$ cat config.mk
export PLATFORM = sky130hd
export DESIGN_NAME = regfile_wb_arbiter_flat
export DESIGN_NICKNAME = d
export VERILOG_FILES = /design/src/rtl/regfile_wb_arbiter_if.sv /design/src/rtl/regfile_wb_arbiter.sv /design/src/flat_wrapper.sv
export SDC_FILE = /design/constraint.sdc
export NUM_CORES = 1
export LEC_CHECK = 0
export BUFFER_PORTS_ARGS = -buffer_cell sky130_fd_sc_hd__buf_2
export CORE_MARGIN = 3
export CORE_UTILIZATION = 45
export CTS_BUF_LIST = sky130_fd_sc_hd__clkbuf_16
export DETAILED_ROUTE_END_ITERATION = 10
export GPL_TIMING_DRIVEN = 0
export PLACE_DENSITY = 0.66
export SLEW_MARGIN = 10
export SYNTH_ARGS = -nofsm -noshare
export SYNTH_HDL_FRONTEND = slang
export SYNTH_SLANG_ARGS = --single-unit
$ cat constraint.sdc
create_clock -name clk -period 4.87 [get_ports clk]
set_clock_uncertainty 0.15 [all_clocks]
set_input_delay 0.2435 -clock clk [delete_from_list [all_inputs] [get_ports clk]]
set_output_delay 0.2435 -clock clk [all_outputs]
set_load 0.02 [all_outputs]
$ cat src/rtl/regfile_wb_arbiter_if.sv
`default_nettype none
// +-----------------------------------------------------------------------+
// | regfile_wb_arbiter_if : writeback sources A/B and register-file port   |
// | Revision 1.0                                                          |
// +-----------------------------------------------------------------------+
interface regfile_wb_arbiter_if #(
  parameter int DEPTH      = 2,
  parameter int ADDR_WIDTH = 5,
  parameter int DATA_WIDTH = 32
) ();
  localparam int CNT_W = $clog2(DEPTH) + 1;

  logic                       a_valid;
  logic                       a_ready;
  logic [ADDR_WIDTH-1:0]      a_reg;
  logic [DATA_WIDTH-1:0]      a_data;
  logic                       b_valid;
  logic                       b_ready;
  logic [ADDR_WIDTH-1:0]      b_reg;
  logic [DATA_WIDTH-1:0]      b_data;
  logic [ADDR_WIDTH-1:0]      write_reg;
  logic [DATA_WIDTH-1:0]      write_data;
  logic                       reg_write;
  logic [(2**ADDR_WIDTH)-1:0] pending_mask;
  logic [CNT_W-1:0]           a_count;
  logic [CNT_W-1:0]           b_count;

  modport master (
    output a_valid, a_reg, a_data, b_valid, b_reg, b_data,
    input  a_ready, b_ready, write_reg, write_data, reg_write,
           pending_mask, a_count, b_count
  );

  modport slave (
    input  a_valid, a_reg, a_data, b_valid, b_reg, b_data,
    output a_ready, b_ready, write_reg, write_data, reg_write,
           pending_mask, a_count, b_count
  );
endinterface
`default_nettype wire

$ cat src/rtl/regfile_wb_arbiter.sv
`default_nettype none
// +-----------------------------------------------------------------------+
// | regfile_wb_arbiter : round-robin merge of two queued writeback streams |
// | Revision 1.0                                                          |
// +-----------------------------------------------------------------------+
module regfile_wb_arbiter #(
  parameter int DEPTH      = 2,
  parameter int ADDR_WIDTH = 5,
  parameter int DATA_WIDTH = 32
) (
  input  wire logic            clk,
  input  wire logic            rst,
  regfile_wb_arbiter_if.slave  bus
);
  localparam int PTR_W = $clog2(DEPTH);
  localparam int CNT_W = PTR_W + 1;
  localparam int NREG  = 2 ** ADDR_WIDTH;
  localparam int NENT  = 2 * DEPTH;
  localparam logic [CNT_W-1:0] C_DEPTH = CNT_W'(DEPTH);
  localparam logic [NREG-1:0]  C_ONE   = NREG'(1);

  // Index 0 is source A, index 1 is source B.
  logic [1:0]            w_valid;
  logic [1:0]            w_ready;
  logic [1:0]            w_push;
  logic [1:0]            w_grant;
  logic [1:0]            w_nonempty;
  logic [ADDR_WIDTH-1:0] w_in_reg   [2];
  logic [DATA_WIDTH-1:0] w_in_data  [2];
  logic [ADDR_WIDTH-1:0] w_head_reg [2];
  logic [DATA_WIDTH-1:0] w_head_data[2];
  logic [CNT_W-1:0]      w_count    [2];
  logic [NREG-1:0]       w_or       [NENT+1];

  logic                  r_last_b;
  logic                  r_reg_write;
  logic [ADDR_WIDTH-1:0] r_write_reg;
  logic [DATA_WIDTH-1:0] r_write_data;

  assign w_valid[0]   = bus.a_valid;
  assign w_valid[1]   = bus.b_valid;
  assign w_in_reg[0]  = bus.a_reg;
  assign w_in_reg[1]  = bus.b_reg;
  assign w_in_data[0] = bus.a_data;
  assign w_in_data[1] = bus.b_data;

  for (genvar s = 0; s < 2; s++) begin : g_src
    logic [ADDR_WIDTH-1:0] r_mem_reg  [DEPTH];
    logic [DATA_WIDTH-1:0] r_mem_data [DEPTH];
    logic [DEPTH-1:0]      r_vld;
    logic [PTR_W-1:0]      r_wr_ptr;
    logic [PTR_W-1:0]      r_rd_ptr;
    logic [CNT_W-1:0]      r_count;

    assign w_ready[s]     = (r_count < C_DEPTH);
    // Register 0 completes the handshake but is never queued.
    assign w_push[s]      = w_valid[s] && w_ready[s] && (w_in_reg[s] != '0);
    assign w_nonempty[s]  = (r_count != '0);
    assign w_count[s]     = r_count;
    assign w_head_reg[s]  = r_mem_reg[r_rd_ptr];
    assign w_head_data[s] = r_mem_data[r_rd_ptr];

    always_ff @(posedge clk or posedge rst) begin
      if (rst) begin
        r_vld    <= '0;
        r_wr_ptr <= '0;
        r_rd_ptr <= '0;
        r_count  <= '0;
      end else begin
        if (w_grant[s]) begin
          r_vld[r_rd_ptr] <= 1'b0;
          r_rd_ptr        <= r_rd_ptr + 1'b1;
        end
        if (w_push[s]) begin
          r_vld[r_wr_ptr] <= 1'b1;
          r_wr_ptr        <= r_wr_ptr + 1'b1;
        end
        r_count <= r_count + CNT_W'(w_push[s]) - CNT_W'(w_grant[s]);
      end
    end

    always_ff @(posedge clk) begin
      if (w_push[s]) begin
        r_mem_reg[r_wr_ptr]  <= w_in_reg[s];
        r_mem_data[r_wr_ptr] <= w_in_data[s];
      end
    end

    for (genvar i = 0; i < DEPTH; i++) begin : g_ent
      assign w_or[s*DEPTH+i+1] = w_or[s*DEPTH+i] |
                                 (r_vld[i] ? (C_ONE << r_mem_reg[i]) : '0);
    end
  end

  // A wins contention unless it was the last winner.
  assign w_grant[0] = w_nonempty[0] && (!w_nonempty[1] || r_last_b);
  assign w_grant[1] = w_nonempty[1] && !w_grant[0];

  always_ff @(posedge clk or posedge rst) begin
    if (rst) begin
      r_last_b     <= 1'b1;
      r_reg_write  <= 1'b0;
      r_write_reg  <= '0;
      r_write_data <= '0;
    end else if (w_grant != 2'b00) begin
      r_last_b     <= w_grant[1];
      r_reg_write  <= 1'b1;
      r_write_reg  <= w_grant[0] ? w_head_reg[0]  : w_head_reg[1];
      r_write_data <= w_grant[0] ? w_head_data[0] : w_head_data[1];
    end else begin
      r_reg_write  <= 1'b0;
    end
  end

  assign w_or[0] = r_reg_write ? (C_ONE << r_write_reg) : '0;

  assign bus.a_ready      = w_ready[0];
  assign bus.b_ready      = w_ready[1];
  assign bus.a_count      = w_count[0];
  assign bus.b_count      = w_count[1];
  assign bus.reg_write    = r_reg_write;
  assign bus.write_reg    = r_write_reg;
  assign bus.write_data   = r_write_data;
  assign bus.pending_mask = {w_or[NENT][NREG-1:1], 1'b0};
endmodule
`default_nettype wire

$ cat src/flat_wrapper.sv
// flat-port wrapper written by rule: the top's interface ports become plain ports
module regfile_wb_arbiter_flat 
#(
  parameter int DEPTH      = 2,
  parameter int ADDR_WIDTH = 5,
  parameter int DATA_WIDTH = 32
)
  (clk, rst, bus_a_valid, bus_a_reg, bus_a_data, bus_b_valid, bus_b_reg, bus_b_data, bus_a_ready, bus_b_ready, bus_write_reg, bus_write_data, bus_reg_write, bus_pending_mask, bus_a_count, bus_b_count);
  regfile_wb_arbiter_if #(.DEPTH(DEPTH), .ADDR_WIDTH(ADDR_WIDTH), .DATA_WIDTH(DATA_WIDTH)) bus_i ();
  input  wire logic clk;
  input  wire logic rst;
  input wire logic [$bits(bus_i.a_valid)-1:0] bus_a_valid;
  input wire logic [$bits(bus_i.a_reg)-1:0] bus_a_reg;
  input wire logic [$bits(bus_i.a_data)-1:0] bus_a_data;
  input wire logic [$bits(bus_i.b_valid)-1:0] bus_b_valid;
  input wire logic [$bits(bus_i.b_reg)-1:0] bus_b_reg;
  input wire logic [$bits(bus_i.b_data)-1:0] bus_b_data;
  output wire logic [$bits(bus_i.a_ready)-1:0] bus_a_ready;
  output wire logic [$bits(bus_i.b_ready)-1:0] bus_b_ready;
  output wire logic [$bits(bus_i.write_reg)-1:0] bus_write_reg;
  output wire logic [$bits(bus_i.write_data)-1:0] bus_write_data;
  output wire logic [$bits(bus_i.reg_write)-1:0] bus_reg_write;
  output wire logic [$bits(bus_i.pending_mask)-1:0] bus_pending_mask;
  output wire logic [$bits(bus_i.a_count)-1:0] bus_a_count;
  output wire logic [$bits(bus_i.b_count)-1:0] bus_b_count;
  assign bus_i.a_valid = bus_a_valid;
  assign bus_i.a_reg = bus_a_reg;
  assign bus_i.a_data = bus_a_data;
  assign bus_i.b_valid = bus_b_valid;
  assign bus_i.b_reg = bus_b_reg;
  assign bus_i.b_data = bus_b_data;
  assign bus_a_ready = bus_i.a_ready;
  assign bus_b_ready = bus_i.b_ready;
  assign bus_write_reg = bus_i.write_reg;
  assign bus_write_data = bus_i.write_data;
  assign bus_reg_write = bus_i.reg_write;
  assign bus_pending_mask = bus_i.pending_mask;
  assign bus_a_count = bus_i.a_count;
  assign bus_b_count = bus_i.b_count;
  regfile_wb_arbiter #(.DEPTH(DEPTH), .ADDR_WIDTH(ADDR_WIDTH), .DATA_WIDTH(DATA_WIDTH)) u_core (.clk(clk), .rst(rst), .bus(bus_i));
endmodule
==> After elaboration in Yosys (flattened, before gate mapping) <==
Memory sizes are Yosys's and may differ from the RTL's.
Cells that the tools add are included.
{ "op_classes": {"n_addsub": 8, "n_mul": 0, "div_mod_pow": 0, "magnitude_cmp": 10, "eq_ne": 0, "n_shift": 5, "mux": 24, "n_bitwise": 10, "n_reduce_logical": 18} }
{ "op_table": {"columns": ["operator", "n"], "rows": [
  ["32-bit two-way mux", 6],
  ["1-bit by 5-bit << shifter with 32-bit output, first input constant", 5],
  ["32-bit bitwise OR", 4],
  ["1-bit logical AND", 10],
  ["5-bit nonzero test", 2],
  ["1-bit two-way mux", 9],
  ["1-bit by 2-bit less-than comparator with 1-bit output, second input constant", 4],
  ["2-bit two-way mux", 4],
  ["2-bit nonzero test", 3],
  ["5-bit two-way mux", 1],
  ["1-bit adder, second input constant", 4],
  ["2-bit by 1-bit adder with 2-bit output", 2],
  ["2-bit bitwise AND", 2],
  ["1-bit demux with 1-bit select", 4],
  ["1-bit >= comparator, second input constant", 4],
  ["2-bit less-than comparator, second input constant", 2],
  ["2-bit inverter", 2],
  ["2-bit bitwise OR", 2],
  ["2-bit by 1-bit subtractor with 2-bit output", 2],
  ["1-bit zero test", 2],
  ["1-bit logical OR", 1]
]} }
{ "totals": {"ff_bits": 51, "latchBits": 0, "ram_bits": 148, "mem_bits_ro": 0, "out_inout_bits": 76, "elab_cells": 91, "mem_count": 4} }
{ "memory_table": {"columns": ["memory", "words", "word_bits", "read_ports", "rd_ports_with_merged_regs", "write_ports", "line_no", "rtl"], "rows": [
  ["u_core.g_src[0].r_mem_data", 2, 32, 1, 0, 1, "regfile_wb_arbiter.sv:49", "logic [DATA_WIDTH-1:0] r_mem_data [DEPTH];"],
  ["u_core.g_src[1].r_mem_data", 2, 32, 1, 0, 1, "regfile_wb_arbiter.sv:49", null],
  ["u_core.g_src[0].r_mem_reg", 2, 5, 3, 0, 1, "regfile_wb_arbiter.sv:48", "logic [ADDR_WIDTH-1:0] r_mem_reg [DEPTH];"],
  ["u_core.g_src[1].r_mem_reg", 2, 5, 3, 0, 1, "regfile_wb_arbiter.sv:48", null]
]} }

==> Depth between registers and ports, before layout <==
Gate-level depths: netlist of the first run.
{ "logic_depth": {"word_depth": 9, "ltp_mapped": 11, "mapped_depth_nobuf": 8} }

==> Worst setup path before layout of the first run <==
No wires, ideal clock.
{ "synth_timing": {"kind": "register to register", "startpoint": "register u_core.g_src[0].r_count[1] (netlist: u_core.bus.a_count[1])", "endpoint": "memory u_core.g_src[0].r_mem_data[0][0], enable pin", "t_arrival_ns": 2.165, "required_ns": 4.322, "slack_ns": 2.157, "stages_incl_launch_ff": 6, "n_path_buf": 2, "period_less_slack_ns": 2.713, "path_cell_list": "dfrtp_1 -> buf_2 -> buf_2 -> inv_1 -> o311a_1 -> and2_1"} }
{ "synth_between": {"elab_chain_len": 5} }
{ "synth_lines": {"columns": ["element", "line_no", "rtl"], "rows": [
  ["start, declared", "regfile_wb_arbiter.sv:53", "logic [CNT_W-1:0] r_count;"],
  ["start signal, assigned", "regfile_wb_arbiter.sv:78", "r_count <= r_count + CNT_W'(w_push[s]) - CNT_W'(w_grant[s]);"],
  ["2-bit less-than comparator", "regfile_wb_arbiter.sv:55", "assign w_ready[s] = (r_count < C_DEPTH);"],
  ["net bus_a_ready", "flat_wrapper.sv:18", "output wire logic [$bits(bus_i.a_ready)-1:0] bus_a_ready;"],
  ["1-bit logical AND (2 in a row)", "regfile_wb_arbiter.sv:57", "assign w_push[s] = w_valid[s] && w_ready[s] && (w_in_reg[s] != '0);"],
  ["net u_core.w_push[0]", "regfile_wb_arbiter.sv:25", "logic [1:0] w_push;"],
  ["1-bit two-way mux", "regfile_wb_arbiter.sv:83", "if (w_push[s]) begin"],
  ["1-bit two-way mux (implied by the code)", "regfile_wb_arbiter.sv:85", "r_mem_data[r_wr_ptr] <= w_in_data[s];"],
  ["end, declared", "regfile_wb_arbiter.sv:49", null]
]} }
The timed path passes the listed nets, and every way through them passes these cells.

==> Worst setup path after layout of the first run <==
{ "layout_timing": {"startpoint": "register u_core.r_reg_write (netlist: u_core.bus.reg_write)", "endpoint": "output bus_pending_mask[4]"} }
{ "layout_between": {"elab_chain_len": 5} }
{ "layout_lines": {"columns": ["element", "line_no", "rtl"], "rows": [
  ["start, declared", "regfile_wb_arbiter.sv:36", "logic r_reg_write;"],
  ["start signal, assigned", "regfile_wb_arbiter.sv:102", "r_reg_write <= 1'b0;"],
  ["start signal, assigned", "regfile_wb_arbiter.sv:107", "r_reg_write <= 1'b1;"],
  ["start signal, assigned", "regfile_wb_arbiter.sv:111", "r_reg_write <= 1'b0;"],
  ["32-bit two-way mux", "regfile_wb_arbiter.sv:115", "assign w_or[0] = r_reg_write ? (C_ONE << r_write_reg) : '0;"],
  ["32-bit bitwise OR (4 in a row)", "regfile_wb_arbiter.sv:90", "assign w_or[s*DEPTH+i+1] = w_or[s*DEPTH+i] |"],
  ["end, declared", "flat_wrapper.sv:23", "output wire logic [$bits(bus_i.pending_mask)-1:0] bus_pending_mask;"]
]} }
Every way passes these cells.

==> metrics.md, run 1 <==
| Metric | Value |
|---|---|
| Status | `finished clean` |
| RePlAce Congestion | `0.9185` |
| Critical Path RT | `4480 ps` |
| Drc violations | `0` |
| DR iter-0 viols | `roughly 630` |
| # IOs | `about 150` |
| Core box area | `a little over 20000 µm²` |
| Sink Count | `199` |
| Worst Setup Start Kind | `register` |
| Max reg flops | `around 130` |
| Crit-path max FO | `9` |
| CP Cell Sequence | `nor4bb_1 -> a22oi_1 -> o211ai_1 -> buf_2` |
| Synth warnings | `0` |
| Clock power frac | `18.9%` |
| DR top layer | `met4` |
| Vias | `7417` |
| Mux cell area share after synthesis | `8.252%` |
| CTS Buf Count | `17` |
| CP Depth | `4` |
| Critical setup path kind | `reg -> out` |
| CTS max path bufs | `2` |
| First-pass GRT wire length | `40.81 mm` |
| Comb pwr share | `45.5%` |
| Synth Area in Simple Gates | `15.59%` |
| Hold Crit Class | `in -> reg` |
| Port Buffers | `152` |
| Clock transition at path regs | `80 ps` |
| Syn_area_per_cell | `13.03 µm²` |
| Most frequent cells in the layout | `173 x buf_2, 148 x edfxtp_1, 75 x dlygate4sd3_1` |
| Initial Util | `46.53%` |
| Final worst slack | `around 2100 ps` |
| Synth Cell Area | `about 9500 µm²` |
| Dominant synthesized flop cell | `edfxtp_1` |
| Area contributors post-synth | `edfxtp_1 47%, dfrtp_1 13%, mux2_2 4.4%` |
| WL met2 | `12.72 mm` |
| Power per Cell Area | `601.6 nW/µm²` |
| Number of synthesized flops with an enable pin | `about 150` |
| Yosys cell types | `48` |
| Share of cells above drive strength 1 | `29.02%` |
| Switching power total | `~0.003 W` |
| R2r worst-path depth | `11` |
| Via density | `5.859` |
| Least-Margin Pin Slew | `762.5 ps` |
| Die Wd | `about 150 µm` |
| Post-Synth XOR/XNOR Area | `0.7347%` |
| Initial antenna violation count | `0` |
| Synthesized flop and latch total | `199` |
| Critical Path End Type | `output port` |
| Placed cell count | `1159` |
| Final Hold Violating Endpoints | `0` |
| Ant diodes | `0` |
| Skew-Pair Late Insertion Delay | `about 440 ps` |
| DIE HEIGHT | `between 150 and 200 µm` |
| Worst Hold Depth | `3` |
| Dominant cell type by area after synthesis | `edfxtp_1` |
| Met3 WL | `2.050 mm` |
| RSZ-0062 raised after global routing | `no` |
| Highest Clock Rate | `367.3 MHz` |
| Sw Share | `41.21%` |
| Max Slew Vio Count | `0` |
| Vias in the first global route | `7177` |
| Post-synthesis adder-cell area fraction | `less than 1%` |
| Worst EP arrival | `2330 ps` |
| Fillers | `1669` |
| All-layer global routing usage | `23.31%` |
| Flop pwr share | `35.6%` |
| Syn nets | `between 800 and 900` |
| CTS tree | `yes` |
| Total Nets Final | `1065` |
| Num rows | `52` |
| Largest family of logic cells by synthesized area | `simple AND/OR/NAND/NOR gates` |
| Seq/Total Area, Yosys | `60.00%` |
| Leak pwr | `~4.6 nW` |
| CP top delay family | `simple AND/OR/NAND/NOR gates` |
| VDD IR-drop max | `approximately 0.34 mV` |
| Dpl hpwl | `18.49 mm` |
| Metal-1 WL | `11.39 mm` |
| Synth top area share | `46.60%` |
| Setup WS pre-CTS | `2477 ps` |
| H-tree levels | `4` |
| Post-synthesis compound-gate area fraction | `a little under an eighth` |
| Total negative slack | `0 ps` |
| Final wirelength | `approximately 27 mm` |
| Most common cell after layout, fill and taps aside | `buf_2` |
| Post-DR wirelength/cell | `21.16 µm` |
| Final non-filler cell total | `about 1300` |
| # Max-Cap Violations | `0` |
| Async SR Flop Fraction | `25.63%` |
| Final setup violating endpoints | `0` |
| Slowest cell on the critical path | `nor4bb_1` |
| Die area | `about 23000 µm²` |
| Area Growth Syn to Fin | `26.58%` |
| Final ANT Viol Nets | `0` |
| TritonRoute pass-1 iters | `6` |
| Largest net degree at the start of global routing | `31` |
| CTS Root Cell | `clkbuf_16` |
| Syn Inst Count | `732` |
| Crit path largest cell delay | `around 700 ps` |
| Internal power | `0.004269 W` |
| Relative max-transition margin | `around half` |
| Final period util | `55.91%` |
| Buf/Inv on CP | `1` |
| Global route overflow | `0` |
| Final Critical Period | `~2700 ps` |
[cell type report]
class                           instances  area (µm²)  share of cell area (%)
Buffer                                 56       279.0                   2.311
Clock inverter                         15       155.1                   1.285
Sequential cell                       199        5722                   47.40
Inverter                               12       45.04                  0.3731
Timing Repair Buffer                  232        1612                   13.35
Clock buffer                           17       425.4                   3.524
Multi-Input combinational cell        465        3496                   28.96
Tap cell                              270       337.8                   2.799
[layer usage]
metal / GRT usage (%) / vias to the layer above
li1: - / 3396
met1: 32.30 / 3636
met2: 37.23 / 340
met3: 4.521 / 45
met4: 7.682 / 0
met5: 0 / -
[Yosys cell counts, types with 4 or more instances]
master	n
xnor2_1	8
nor3_1	5
a221oi_1	37
nand2b_1	6
a22o_1	4
nor2b_1	14
dfrtp_1	50
o22ai_1	26
nand2_1	16
nor2_1	58
or3_1	15
nor4b_1	5
ha_1	4
a211oi_1	37
nand4_1	9
inv_1	12
and4bb_2	13
clkbuf_1	23
edfxtp_1	148
buf_2	21
buf_4	6
a22oi_1	23
clkbuf_2	4
nand3_1	24
mux2i_1	37
and2_1	5
or2_2	4
nand4b_1	12
mux2_2	37
nor3b_1	37
[power by group through the flow]
stage	logic, W	clock network [W]	registers [W]
2_1_floorplan	0.00202	0	0.00275
3_3_place_gp	0.00316	0	0.00263
3_5_place_dp	0.00325	0	0.00262
4_1_cts	0.00330	0.00139	0.00259
5_1_grt	0.00356	0.00146	0.00264
6_report	0.00330	0.00137	0.00259
[cells by family after synthesis]
group | after synthesis
AO/OA/AOI/OAI | 142
multiplexers | 74
flip-flops | 199
other | 1
AND/OR/NAND/NOR | 236
buffers and inverters | 68
XOR/XNOR | 8
adder cells (fa/ha/maj) | 4
[final timing paths]
kind / startpoint / end / slack, ps
setup / recovery: u_core.bus.reg_write$_DFF_PP0_ / bus_pending_mask[4] / 2150
hold / removal: bus_a_valid / u_core.g_src[0].r_wr_ptr$_DFFE_PP0P_ / 150
setup reg to reg: u_core.bus.a_count[1]$_DFF_PP0_ / u_core.bus.a_count[1]$_DFF_PP0_ / 2420
hold reg to reg: u_core.g_src[0].r_wr_ptr$_DFFE_PP0P_ / u_core.g_src[0].r_vld[1]$_DFF_PP0_ / 370
max in group asynchronous: rst / u_core.r_last_b$_DFFE_PP1P_ / 3640
min in group asynchronous: rst / u_core.bus.write_data[15]$_DFFE_PP0P_ / 290
[tightest hold or removal path: cells and delay by family]
family	cells	cell delay (ps)
AOI/OAI and AO/OA	1	190
buffers and inverters	1	100
xor gates and xnor gates	1	150
[what timing repair did]
action,in CTS,in global routing
endpoints found under the hold margin,169,0
setup endpoints to repair,0,0
buffers inserted,0,0
hold buffers,75,0
resized for setup,0,0
[metrics by stage]
| step | area, µm² | hold slack (ps) | total power (W) | util, % |
|---|---|---|---|---|
| 2_1_floorplan | 9537 | 192.4 | 0.004775 | - |
| 3_3_place_gp | 10640 | 280.8 | 0.005790 | 51.89 |
| 3_5_place_dp | 10740 | 183.4 | 0.005865 | 52.41 |
| 4_1_cts | 12070 | 140.7 | 0.007277 | 58.90 |
| 5_1_grt | 12070 | 162.0 | 0.007655 | 58.90 |
| 6_report | 12070 | 150.3 | 0.007263 | 58.90 |
No activity file was read; power rests on OpenSTA's default activity.
==> run 2, diff against run 1 <==
Settings changed: PLACE_DENSITY 0.66 to 0.68.
Clock period 4.87 ns to 2.3 ns, I/O delays scaled along.
==> metrics.md, run 2 (synthesis results as in run 1) <==
| Metric | Value |
|---|---|
| Max reg flops | `128 (unchanged)` |
| Flop2flop setup slack | `80 ps (-2340 ps)` |
| R2r worst-path depth | `10 (-1)` |
| CTS Buf Count | `17 (unchanged)` |
| Crit-path max FO | `6 (-3)` |
| Sink Count | `199 (unchanged)` |
| DIE HEIGHT | `151.6 µm (unchanged)` |
| Dpl hpwl | `18.25 mm (-1.3%)` |
| Relative max-transition margin | `56.26% (+7.8 points)` |
| Highest Clock Rate | `437.9 MHz` |
| Clock transition at path regs | `70 ps (about the same)` |
| RSZ-0062 raised after global routing | `yes` |
| FF-to-FF Start | `u_core.bus.a_count[1]$_DFF_PP0_` |
| RePlAce Congestion | `0.9203 (+0.20%)` |
| Via density | `5.915 (+0.96%)` |
| Final ANT Viol Nets | `0 (unchanged)` |
| Worst Hold Depth | `3 (unchanged)` |
| CTS tree | `yes` |
| Final setup violating endpoints | `0 (unchanged)` |
| CTS max path bufs | `2 (unchanged)` |
| Critical setup path kind | `reg -> out` |
| Drc violations | `0 (unchanged)` |
| Final Hold Violating Endpoints | `0 (unchanged)` |
| Critical Path End Type | `output port` |
| Status | `finished clean` |
| Slowest cell on the critical path | `edfxtp_1` |
| Power per Cell Area | `1283 nW/µm² (+110%)` |
| Num rows | `52 (unchanged)` |
| Met1 Use GR | `31.87% (-0.42 points)` |
| Max Slew Vio Count | `0 (unchanged)` |
| Final worst slack | `16.13 ps (-2131 ps)` |
| Critical Path RT | `2040 ps (-2440 ps)` |
| DR iter-0 viols | `793 (+26%)` |
| Final Critical Period | `2284 ps` |
| Gr busiest metal | `met2` |
| Least-Margin Pin Slew | `655.2 ps (-107.3 ps)` |
| Die Wd | `151.6 µm (unchanged)` |
| Largest net degree at the start of global routing | `38 (+23%)` |
| Core box area | `20490 µm² (unchanged)` |
| Crit path largest cell delay | `480 ps (-240 ps)` |
| Port Buffers | `152 (unchanged)` |
| Skew-Pair Late Insertion Delay | `430 ps (about the same)` |
| Final period util | `a little under 100%` |
| Total Nets Final | `1078 (+1.2%)` |
| # IOs | `154 (unchanged)` |
| Final wirelength | `27.80 mm (+3.8%)` |
| Reg-to-reg endpoint | `u_core.bus.a_count[1]$_DFF_PP0_` |
| VDD IR-drop max | `0.8809 mV (+160%)` |
| Post-DP Area | `10660 µm² (-0.72%)` |
| First-pass GRT wire length | `41.51 mm (+1.7%)` |
| Initial Util | `46.53% (unchanged)` |
| Initial antenna violation count | `0 (unchanged)` |
| TritonRoute pass-1 iters | `5 (-1)` |
| Ant diodes | `0 (unchanged)` |
| Most frequent cells in the layout | `172 x buf_2, 148 x edfxtp_1, 76 x dlygate4sd3_1` |
| Global route overflow | `0 (unchanged)` |
| Leak pwr | `4.783 nW (+3.3%)` |
| Die area | `22980 µm² (unchanged)` |
| M3 GR Usage | `3.659% (-0.86 points)` |
| Area Growth Syn to Fin | `29.49%` |
| All-layer global routing usage | `23.78% (+0.46 points)` |
| Hold endpoint | `u_core.g_src[1].r_wr_ptr$_DFFE_PP0P_` |
| H-tree levels | `4 (unchanged)` |
| Worst Hold Launch | `bus_b_valid` |
| Share of cells above drive strength 1 | `33.20% (+4.2 points)` |
| Hold Crit Class | `in -> reg` |
| Met2 usage | `39.14% (+1.9 points)` |
| Worst Setup Start Kind | `register` |
| CTS Root Cell | `clkbuf_16` |
| Vias | `7565 (+2.0%)` |
| Most common cell after layout, fill and taps aside | `buf_2` |
| Post-DR wirelength/cell | `21.74 µm (+2.7%)` |
| Worst EP arrival | `2020 ps (-310 ps)` |
| Design Area, Final | `12350 µm² (+2.3%)` |
| CP Cell Sequence | `buf_4 -> and4bb_2 -> nor2b_1 -> or3_1 -> buf_2` |
| Setup WS pre-CTS | `-131.0 ps (-2608 ps)` |
| Vias in the first global route | `7379 (+2.8%)` |
| # Max-Cap Violations | `0 (unchanged)` |
[run 2: cell count changes in the layout (fill, tap and decap cells not counted), sizes merged]
cell	previous run	this run
bufinv	0	2
dlygate4sd3	75	76
clkbuf	44	39
clkinv	5	3
buf	186	203
[run 2: layout make-up]
type                       instances  area (µm²)
clock buffer                      17       425.4
multi-input combinational        465        3627
tap                              270       337.8
timing repair buffer             251        1717
clock inverter                    15       188.9
sequential                       199        5732
fill                            1639        8145
buffer                            50       276.5
inverter                          12       45.04
[run 2: critical path: cells and delay by family (launching register included)]
family | cells | cell delay [ps]
simple gates | 3 | 770
flops | 1 | 480
buf+inv | 2 | 360
[run 2: worst max-delay path by stage]
| stage | endpoint | from | slack [ps] |
|---|---|---|---|
| 2_1_floorplan | u_core.bus.a_count[1]$_DFF_PP0_ | u_core.bus.a_count[1]$_DFF_PP0_ | 10 |
| 5_1_grt | bus_pending_mask[19] | u_core.g_src[0].r_mem_reg[0][4]$_DFFE_PP_ | -50 |
| 4_1_cts | bus_pending_mask[11] | u_core.g_src[0].r_mem_reg[0][3]$_DFFE_PP_ | 0.4 |
| 6_report | bus_pending_mask[19] | u_core.g_src[0].r_mem_reg[0][4]$_DFFE_PP_ | 20 |
| 3_3_place_gp | u_core.bus.write_data[6]$_DFFE_PP0P_ | rst | -100 |
| 3_5_place_dp | u_core.g_src[1].r_mem_data[1][3]$_DFFE_PP_ | u_core.bus.b_count[1]$_DFF_PP0_ | -130 |
[run 2: per-stage QoR]
stage          power [W]  hold WS (ps)  setup TNS [ps]  utilization [%]  instances
3_3_place_gp     0.01224         152.9          -10490            51.93       1154
5_1_grt          0.01661         54.29          -95.25            60.26       1279
6_report         0.01584         45.16               0            60.26       1279
3_5_place_dp     0.01238         91.45          -11070            52.03       1155
4_1_cts          0.01563         27.50               0            59.29       1267
2_1_floorplan    0.01011         63.87               0                -        732
[run 2: what timing repair did]
item                                   CTS  global route
hold buffers                            76             0
setup buffers                            7            15
setup endpoints to repair              168            26
endpoints found under the hold margin  174             0
gates cloned                             0             0
pin swaps                                3             4
gates resized for setup                 19            27
[run 2: where the power goes]
group | internal, W | leakage [nW] | total, W | switching [W]
registers | 0.00494 | 1.94 | 0.00563 | 0.000693
clock network | 0.00165 | 0.298 | 0.00307 | 0.00142
logic | 0.00278 | 2.55 | 0.00713 | 0.00435
total | 0.00938 | 4.78 | 0.0158 | 0.00646
[run 2: layer usage]
metal  up-vias  part of all wire, %
li1       3415                    -
met1      3752                   41
met2       348                   49
met3        50                  7.0
met4         0                  2.9
met5         -                    0
==> run 3, diff against run 2 <==
Settings changed: RECOVER_POWER set to 50.
==> metrics.md, run 3 (synthesis results as in run 1) <==
| Metric | Value |
|---|---|
| Status | `finished clean` |
| First-pass GRT wire length | `41.51 mm (unchanged)` |
| H-tree levels | `4 (unchanged)` |
| Post-DR wirelength/cell | `21.80 µm (+0.29%)` |
| Placed cell count | `1155 (unchanged)` |
| DR iter-0 viols | `694 (-12%)` |
| Vias in the first global route | `7379 (unchanged)` |
| Area Growth Syn to Fin | `28.10%` |
| Largest net degree at the start of global routing | `38 (unchanged)` |
| Dpl hpwl | `18.25 mm (unchanged)` |
| Final setup violating endpoints | `0 (unchanged)` |
| RSZ-0062 raised after global routing | `yes` |
| Worst EP arrival | `2030 ps (about the same)` |
| Clock transition at path regs | `70 ps (about the same)` |
| CTS Root Cell | `clkbuf_16` |
| Total Nets Final | `1078 (unchanged)` |
| Highest Clock Rate | `436.5 MHz (-0.31%)` |
| Max reg flops | `128 (unchanged)` |
| Ant diodes | `0 (unchanged)` |
| Hold Crit Class | `in -> reg` |
| Vias | `7716 (+2.0%)` |
| Final period util | `99.61% (+0.31 points)` |
| Post-DP Area | `10660 µm² (unchanged)` |
| Via density | `6.033 (+2.0%)` |
| Power per Cell Area | `1289 nW/µm² (+0.51%)` |
| Max Slew Vio Count | `0 (unchanged)` |
| Port Buffers | `152 (unchanged)` |
| Drc violations | `0 (unchanged)` |
| Relative max-transition margin | `25.66% (-31 points)` |
| Final non-filler cell total | `1279 (unchanged)` |
| Sink Count | `199 (unchanged)` |
| CTS max path bufs | `2 (unchanged)` |
| Initial antenna violation count | `0 (unchanged)` |
| TritonRoute pass-1 iters | `8 (+3)` |
| VDD IR-drop max | `0.8839 mV (+0.34%)` |
| Crit-path max FO | `10 (+4)` |
| Final Critical Period | `2291 ps (+7.193 ps)` |
| Most common cell after layout, fill and taps aside | `edfxtp_1` |
| Global route overflow | `0 (unchanged)` |
| CTS Buf Count | `17 (unchanged)` |
| Core box area | `20490 µm² (unchanged)` |
| RePlAce Congestion | `0.9203 (unchanged)` |
| All-layer global routing usage | `23.78% (unchanged)` |
| Initial Util | `46.53% (unchanged)` |
| Final Hold Violating Endpoints | `0 (unchanged)` |
| Die Wd | `151.6 µm (unchanged)` |
| Worst Setup Start Kind | `register` |
| Critical Path End Type | `output port` |
| End-of-flow core utilization | `59.61% (-0.65 points)` |
| CTS tree | `yes` |
| Leak pwr | `4.524 nW (-5.4%)` |
| # Max-Cap Violations | `0 (unchanged)` |
| Critical Path RT | `2040 ps (about the same)` |
| Design Area, Final | `12220 µm² (-1.1%)` |
| DIE HEIGHT | `151.6 µm (unchanged)` |
| # IOs | `154 (unchanged)` |
| Critical setup path kind | `reg -> out` |
| Skew-Pair Late Insertion Delay | `440 ps (about the same)` |
| Num rows | `52 (unchanged)` |
| Final wirelength | `27.88 mm (+0.29%)` |
| Share of cells above drive strength 1 | `23.79% (-9.4 points)` |
| Final ANT Viol Nets | `0 (unchanged)` |
| Most frequent cells in the layout | `148 x edfxtp_1, 107 x clkbuf_1, 78 x buf_2` |
| Total negative slack | `0 ps (unchanged)` |
| Die area | `22980 µm² (unchanged)` |
| Least-Margin Pin Slew | `1114 ps (+458.6 ps)` |
-- run 3: cell types whose count changed in the layout (fill, tap and decap cells not counted) --
cell      delta
clkbuf_2     +1
inv_1        +1
clkbuf_1    +94
inv_2        -1
buf_12       -1
buf_2       -94
-- run 3: worst paths after layout --
| path | slack [ps] | cells past startpoint | startpoint | to |
|---|---|---|---|---|
| max in group asynchronous | 280 | 4 | rst | u_core.g_src[0].r_vld[0]$_DFF_PP0_ |
| setup / recovery | 9 | 4 | u_core.bus.write_reg[0]$_DFFE_PP0P_ | bus_pending_mask[27] |
| hold reg to reg | 390 | 1 | u_core.g_src[1].r_wr_ptr$_DFFE_PP0P_ | u_core.g_src[1].r_vld[1]$_DFF_PP0_ |
| hold / removal | 40 | 3 | bus_b_valid | u_core.g_src[1].r_wr_ptr$_DFFE_PP0P_ |
| setup reg to reg | 80 | 10 | u_core.bus.a_count[1]$_DFF_PP0_ | u_core.bus.a_count[1]$_DFF_PP0_ |
| min in group asynchronous | 350 | 3 | rst | u_core.bus.write_data[22]$_DFFE_PP0P_ |
-- run 3: metal layers --
metal	vias to the layer above	part of all wire, %	GRT usage [%]
li1	3424	-	-
met1	3826	41	31.87
met2	409	48	39.14
met3	57	7.9	3.659
met4	0	3.0	9.299
met5	-	0	0
-- run 3: layout make-up --
type | count | area (µm²)
fill | 1715 | 8278
clock buffer | 17 | 425.4
inverter | 12 | 45.04
buffer | 50 | 276.5
sequential | 199 | 5732
clock inverter | 15 | 188.9
timing repair buffer | 251 | 1584
multi-input combinational | 465 | 3627
tap | 270 | 337.8
-- run 3: worst max-delay path, stage by stage (launching register included) --
cell and delay [ps]:
dfrtp_2 500, nand4b_1 270, o22ai_1 130, or4_1 510, buf_2 180
-- run 3: report_power, final --
group	internal, W	switching, W
clock network	0.00165	0.00142
registers	0.00494	0.000696
logic	0.00268	0.00436
total	0.00928	0.00647
-- run 3: metrics by stage --
| step | setup slack [ps] | total power [W] | hold slack (ps) |
|---|---|---|---|
| CTS | 0.4012 | 0.01563 | 27.50 |
| global placement | -97.95 | 0.01224 | 152.9 |
| finish | 8.942 | 0.01575 | 42.33 |
| detailed placement | -131.0 | 0.01238 | 91.45 |
| floorplan | 10.69 | 0.01011 | 63.87 |
| global route | -45.15 | 0.01652 | 54.29 |
-- run 3: repair_timing --
item / in CTS / in global routing
setup buffers: 7 / 15
hold buffers: 76 / 0
hold endpoints to repair: 174 / 0
resized for setup: 19 / 27
setup endpoints to repair: 168 / 26
pin swaps: 3 / 4
